$ cat src/rtl/jpeg_transpose_pkg.sv
// rtl/jpeg_transpose_pkg.sv - shared types and sizing helpers for the ping-pong transpose buffer
//
// Purpose: bank state encoding, default block geometry and the counter-width
//          helper used by jpeg_transpose_pp and jpeg_transpose_bank.
// Contents:
//   bank_state_t  FREE (writable) / FULL (holds a complete block awaiting readout)
//   TP_N, TP_DW   default block dimension and element width
//   tp_cnt_w()    width of the row/column counters for a given N
package jpeg_transpose_pkg;

  typedef enum logic {
    BANK_FREE = 1'b0,
    BANK_FULL = 1'b1
  } bank_state_t;

  localparam int TP_N  = 8;
  localparam int TP_DW = 12;

  // Counters wrap by compare against N-1, so ceil(log2(N)) bits is enough
  // even when N is not a power of two.
  function automatic int tp_cnt_w(input int n);
    return $clog2(n);
  endfunction

endpackage

$ cat src/rtl/jpeg_transpose_bank.sv
// rtl/jpeg_transpose_bank.sv - one N x N element bank with row write and row/column read
//
// Purpose: stores one block of N rows of N elements. A whole row is written per
//          enabled clock; readout is combinational and returns either column
//          rd_idx (lane r = element(r, rd_idx)) or row rd_idx (lane k = element(rd_idx, k)).
// Ports:
//   clk      in   1      clock for the write port
//   we       in   1      write wr_row into row wr_idx on the rising edge
//   wr_idx   in   CW     row index being written
//   wr_row   in   N*DW   row data; lane k = column k
//   rd_idx   in   CW     column (rd_mode=1) or row (rd_mode=0) to read
//   rd_mode  in   1      1 = column readout, 0 = row readout
//   rd_vec   out  N*DW   selected column or row
module jpeg_transpose_bank
  import jpeg_transpose_pkg::*;
#(
  parameter int N  = TP_N,
  parameter int DW = TP_DW,
  localparam int CW = tp_cnt_w(N)
) (
  input  logic            clk,
  input  logic            we,
  input  logic [CW-1:0]   wr_idx,
  input  logic [N*DW-1:0] wr_row,
  input  logic [CW-1:0]   rd_idx,
  input  logic            rd_mode,
  output logic [N*DW-1:0] rd_vec
);

  // Storage is deliberately not reset: bank state flags in the top decide
  // whether contents are meaningful.
  logic [DW-1:0] mem [N][N];

  always_ff @(posedge clk) begin
    if (we) begin
      for (int k = 0; k < N; k++) begin
        mem[wr_idx][k] <= wr_row[k*DW +: DW];
      end
    end
  end

  always_comb begin
    rd_vec = '0;
    for (int k = 0; k < N; k++) begin
      if (rd_mode) begin
        rd_vec[k*DW +: DW] = mem[k][rd_idx];
      end else begin
        rd_vec[k*DW +: DW] = mem[rd_idx][k];
      end
    end
  end

endmodule

$ cat src/rtl/jpeg_transpose_pp.sv
// rtl/jpeg_transpose_pp.sv - N x N ping-pong transpose buffer between 1-D DCT passes
//
// Purpose: rows of a block are written into one bank while the previously
//          completed block is read out of the other bank, either as columns
//          (transposed) or as rows (straight), chosen per block by transpose_en
//          sampled with the block's first row.
// Ports:
//   clk           in   1      clock
//   rst_n         in   1      asynchronous active-low reset
//   in_valid      in   1      in_row valid
//   in_ready      out  1      current write bank is FREE
//   in_row        in   N*DW   row; lane k = column k
//   transpose_en  in   1      block mode, sampled with row 0 (1 = columns, 0 = rows)
//   out_valid     out  1      current read bank is FULL
//   out_ready     in   1      consumer accepts out_vec
//   out_vec       out  N*DW   column rcol (transposed) or row rcol (straight)
//   out_last      out  1      out_vec is the final vector of its block
//   bank_full     out  2      FULL flag per bank
module jpeg_transpose_pp
  import jpeg_transpose_pkg::*;
#(
  parameter int N  = TP_N,
  parameter int DW = TP_DW
) (
  input  logic            clk,
  input  logic            rst_n,
  input  logic            in_valid,
  output logic            in_ready,
  input  logic [N*DW-1:0] in_row,
  input  logic            transpose_en,
  output logic            out_valid,
  input  logic            out_ready,
  output logic [N*DW-1:0] out_vec,
  output logic            out_last,
  output logic [1:0]      bank_full
);

  localparam int            CW       = tp_cnt_w(N);
  localparam logic [CW-1:0] CNT_LAST = CW'(N - 1);
  localparam logic [CW-1:0] CNT_ONE  = CW'(1);

  bank_state_t     bank_st [2];
  logic [1:0]      bank_mode;
  logic            wbank;
  logic            rbank;
  logic [CW-1:0]   wrow;
  logic [CW-1:0]   rcol;

  logic            wr_acc;
  logic            rd_acc;
  logic            wr_done;
  logic            rd_done;
  logic [N*DW-1:0] bank_vec [2];

  // Handshake flags decode registered state only, so neither ready depends
  // combinationally on the opposite side's valid/ready.
  assign in_ready  = (bank_st[wbank] == BANK_FREE);
  assign out_valid = (bank_st[rbank] == BANK_FULL);
  assign out_last  = out_valid && (rcol == CNT_LAST);
  assign out_vec   = bank_vec[rbank];
  assign bank_full = {bank_st[1] == BANK_FULL, bank_st[0] == BANK_FULL};

  assign wr_acc  = in_valid && in_ready;
  assign rd_acc  = out_valid && out_ready;
  assign wr_done = wr_acc && (wrow == CNT_LAST);
  assign rd_done = rd_acc && (rcol == CNT_LAST);

  for (genvar b = 0; b < 2; b++) begin : g_bank
    localparam logic BSEL = 1'(b);

    // Both banks see the same read index; only the rbank output is used.
    jpeg_transpose_bank #(
      .N  (N),
      .DW (DW)
    ) u_bank (
      .clk     (clk),
      .we      (wr_acc && (wbank == BSEL)),
      .wr_idx  (wrow),
      .wr_row  (in_row),
      .rd_idx  (rcol),
      .rd_mode (bank_mode[b]),
      .rd_vec  (bank_vec[b])
    );
  end

  always_ff @(posedge clk or negedge rst_n) begin
    if (!rst_n) begin
      bank_st[0] <= BANK_FREE;
      bank_st[1] <= BANK_FREE;
      bank_mode  <= '0;
      wbank      <= 1'b0;
      rbank      <= 1'b0;
      wrow       <= '0;
      rcol       <= '0;
    end else begin
      if (wr_acc) begin
        if (wrow == '0) begin
          bank_mode[wbank] <= transpose_en;
        end
        if (wrow == CNT_LAST) begin
          wrow  <= '0;
          wbank <= ~wbank;
        end else begin
          wrow <= wrow + CNT_ONE;
        end
      end

      if (rd_acc) begin
        if (rcol == CNT_LAST) begin
          rcol  <= '0;
          rbank <= ~rbank;
        end else begin
          rcol <= rcol + CNT_ONE;
        end
      end

      // A write can only complete on a FREE bank and a read only on a FULL
      // one, so the two updates never target the same bank in one cycle.
      for (int b = 0; b < 2; b++) begin
        if (wr_done && (wbank == 1'(b))) begin
          bank_st[b] <= BANK_FULL;
        end else if (rd_done && (rbank == 1'(b))) begin
          bank_st[b] <= BANK_FREE;
        end
      end
    end
  end

endmodule

$ cat config.mk
export PLATFORM = sky130hd
export DESIGN_NAME = jpeg_transpose_pp
export DESIGN_NICKNAME = d
export VERILOG_FILES = /design/src/rtl/jpeg_transpose_pkg.sv /design/src/rtl/jpeg_transpose_bank.sv /design/src/rtl/jpeg_transpose_pp.sv
export SDC_FILE = /design/constraint.sdc
export NUM_CORES = 2
export LEC_CHECK = 0
export CAP_MARGIN = 20
export CORE_ASPECT_RATIO = 1.25
export CORE_MARGIN = 2
export CORE_UTILIZATION = 56
export CTS_CLUSTER_DIAMETER = 50
export DETAILED_ROUTE_END_ITERATION = 10
export PLACE_DENSITY = 0.76
export SETUP_SLACK_MARGIN = 0.05
export SLEW_MARGIN = 20
export SYNTH_ARGS = -nofsm -noshare
export SYNTH_HDL_FRONTEND = slang
export SYNTH_HIERARCHICAL = 1
export SYNTH_SLANG_ARGS = --single-unit
$ cat constraint.sdc
create_clock -name clk -period 7.6 [get_ports clk]
set_input_delay 1.52 -clock clk [delete_from_list [all_inputs] [get_ports clk]]
set_output_delay 1.52 -clock clk [all_outputs]
set_load 0.05 [all_outputs]
==> flow_summary_export.csv <==
group,metric,value,unit
grt,met2_usage,0.483,
timing,fin_skew,0.0197,ns
cells_and_area,final_cells,5170,
synthesis,syn_inst,3134,
timing,slew_headroom,0.254,
place,place_ws,1.97,ns
die,fp.dieH,404,um
power_and_ir_drop,p_leak,24.9,nW
cells_and_area,fillerInstances,8226,
grt,grt_pass1_wl,278000,um
setup_path,cpMostUsedCell,"mux4_2",
timing,finalHoldViolations,0,
setup_path,crit_end,"out_vec[6]",
cells_and_area,synthToLayoutAreaGrowth,12.4,%
cells_and_area,nets,3429,
cts,h-tree-depth,4,
power_and_ir_drop,p_comb_frac,0.478,
grt,grt_pass1_vias,38503,
cts,clk_latency,0.79,ns
cts,cts_tree,"built",
synthesis,ys_async_sr_fraction,0.00775,
synthesis,synthFlopType,"edfxtp_1",
setup_path,slowest_stage,"dfrtp_4",
synthesis,synth_compound_area_frac,0.0133,
die,start_util,0.564,
drt,vias_per_cell,7.23,
timing,tns,0,ns
drt,ant_nets,0,
drt,drc,0,
timing,worst_slack,1.12,ns
drt,vias,37359,
synthesis,synthXorXnorAreaFrac,0,
synthesis,synth.largest_area_cell,"edfxtp_1",
cts,cts_sinks,1548,
grt,antenna_found_initial,26,
setup_path,rr_endpoint,"g_bank[1].u_bank/mem[5][90]",
die,die-width,324,um
cts,clock_path_buffers,3,
timing,timing.hold.ws,0.617,ns
synthesis,synth.avg_cell_area,22.8,um^2
power_and_ir_drop,vdd_drop_max,0.990,mV
grt,grt_use_total,0.302,
grt,grt_overflow,0,
drt,routed_wl,192000,um
cts,cts_made_buffers,152,
cells_and_area,register_area,46400,um^2
setup_path,worstPathRequired,6.08,ns
grt,grtUsageMet3,0.0696,
cts,post-cts-setup-buffers,0,
synthesis,synthDominantCellAreaShare,0.645,
power_and_ir_drop,p_sw,13.4,mW
power_and_ir_drop,p_sw_frac,0.382,
timing,setup_viol,0,
setup_path,r2r_slack,4.54,ns
grt,grt-busiest-layer,"met2",
timing,fin_crit_sh,0.853,
setup_path,endpoint_kind,"output port",
synthesis,yosysWarnings,6,
drt,drt_first_pass_iters,6,
place,routabilityCongestion,0.900,
synthesis,synth_adder_area_share,0.000874,
synthesis,synth_cell_types,48,
synthesis,syn-cell-area,71600,um^2
hold_path,worstHoldPathType,"reg2reg",
power_and_ir_drop,power_density,436,nW/um^2
cells_and_area,stdcell_area,80500,um^2
synthesis,synth_nets,3240,
synthesis,yosys.area_share.simple,0.00724,
timing,slew_violations,0,
place,port-buffer-count,201,
die,core_area,127000,um^2
cts,cts_root_buffer,"clkbuf_16",
die,boundaryPins,202,
synthesis,muxShareOfSynthArea,0.309,
synthesis,ys_seq_elements,1548,
timing,tightest_slew,1.12,ns
drt,wire_per_inst,37.2,um
synthesis,synthTopCellsByArea,"edfxtp_1 (64%), mux4_2 (28%), mux2_2 (1.7%)",
cells_and_area,drive_above_1_share,0.388,
setup_path,crit_family,"multiplexers",
synthesis,synth-edff-count,1536,
synthesis,synth_seq_area_share,0.649,
synthesis,synth_top_family_by_area,"multiplexers",
setup_path,slowest_delay,1.09,ns
timing,rsz0062_at_grt,"false",
grt,grtUsageMet1,0.416,
setup_path,crit_start,"rcol[0]",
place,dp.final_hpwl,123000,um
setup_path,cp.arrival,4.96,ns
die,rows,146,
setup_path,worst-path-stages,5,
place,dp_cells,4870,
setup_path,worstReg2RegStart,"bank_full[1]",
setup_path,worst-setup-path-type,"reg2out",
setup_path,cp_max_fo,44,
timing,fmax,154,MHz
timing,min_period,6.48,ns
cts,clk_pin_slew,0.07,ns
setup_path,worst_setup_path_start_kind,"flop",
setup_path,cp_cell_sequence,"buf_4 -> mux4_2 -> mux4_2 -> mux2_2 -> clkdlybuf4s50_1",
run,drv_cap,0,
die,dieArea,131000,um^2
cts,cts_resized,0,
power_and_ir_drop,seqPwrFrac,0.301,
cts,cts-hold-fix-buffers,0,
setup_path,r2r_cells,4,
power_and_ir_drop,clockPowerShare,0.222,
power_and_ir_drop,finalPower,35.1,mW
cells_and_area,multiInputGateArea,23800,um^2
grt,grt_max_degree,172,
power_and_ir_drop,p_int,21.7,mW
place,place_area,75200,um^2
outcome,status,"finished, final reports clean",
cells_and_area,final_util,0.635,
setup_path,path_buf_inv,2,
drt,drtIter0Drc,5751,
[Yosys cell counts (5+ instances only)]
cell type  count
buf_6         42
a31oi_1        7
edfxtp_1    1536
a22oi_1       45
clkbuf_1      52
o21ai_1       19
mux2i_1       74
mux2_2       105
nor2_1        34
inv_1          6
nand3_1        9
o21ai_0       23
nand2_1       25
nand2b_1      21
dfrtp_1       12
a221oi_1      10
ha_1           5
buf_4         38
a21oi_1       30
buf_1         35
buf_2         71
mux4_2       888
[cells in the final DEF (no fill, tap or decap), drive strengths merged, types with 30 or more instances in the layout]
master / instances
edfxtp: 1536
mux4: 892
clkdlybuf4s50: 201
clkbuf: 172
mux2: 109
buf: 75
mux2i: 74
clkinv: 62
a22oi: 45
o21ai: 42
nor2: 34
a21oi: 30
[state kept, by name, summed over array words and instances (netlist names)]
signal             count
rcol                   3
rbank                  1
bank_full              2
g_bank.u_bank/mem   1536
wbank                  1
wrow                   3
bank_mode              2
[cell type report]
cell class / instances / share of cell area
clock inverter: 107 / 0.0156
timing repair buffer: 276 / 0.0357
clock buffer: 172 / 0.0485
inverter: 9 / 0.000544
antenna: 20 / 0.000622
multi-input combinational: 1336 / 0.295
sequential: 1548 / 0.577
tap: 1702 / 0.0265
[worst min-delay path by stage]
stage                 startpoint            to  depth (start not counted)
detailed placement         wbank         wbank                          1
CTS                        wbank         wbank                          1
global route               wbank  bank_full[0]                          1
floorplan           bank_mode[0]  bank_mode[0]                          1
finish                     wbank         wbank                          1
global placement           wbank  bank_full[0]                          1
[cells by family after synthesis]
kind of cell | count (synthesis)
fa+ha+maj | 5
buf+inv | 250
mux | 1075
compound gates | 149
simple gates | 107
flops | 1548
[metal layers]
layer	vias up	wire, um
met5	-	113
met4	18	6230
met3	322	22500
met2	2524	95300
met1	20043	68200
li1	14452	-
[power groups by stage]
stage                     combinational, mW  clock, mW  sequential (mW)
after floorplan                        11.9          0             10.5
after global placement                 16.5          0             10.7
after detailed placement               16.7          0             10.7
after CTS                              16.9       7.85             10.5
after global routing                   17.5       8.16             10.6
final                                  16.8       7.77             10.5
Power figures use the tool's default switching activity.
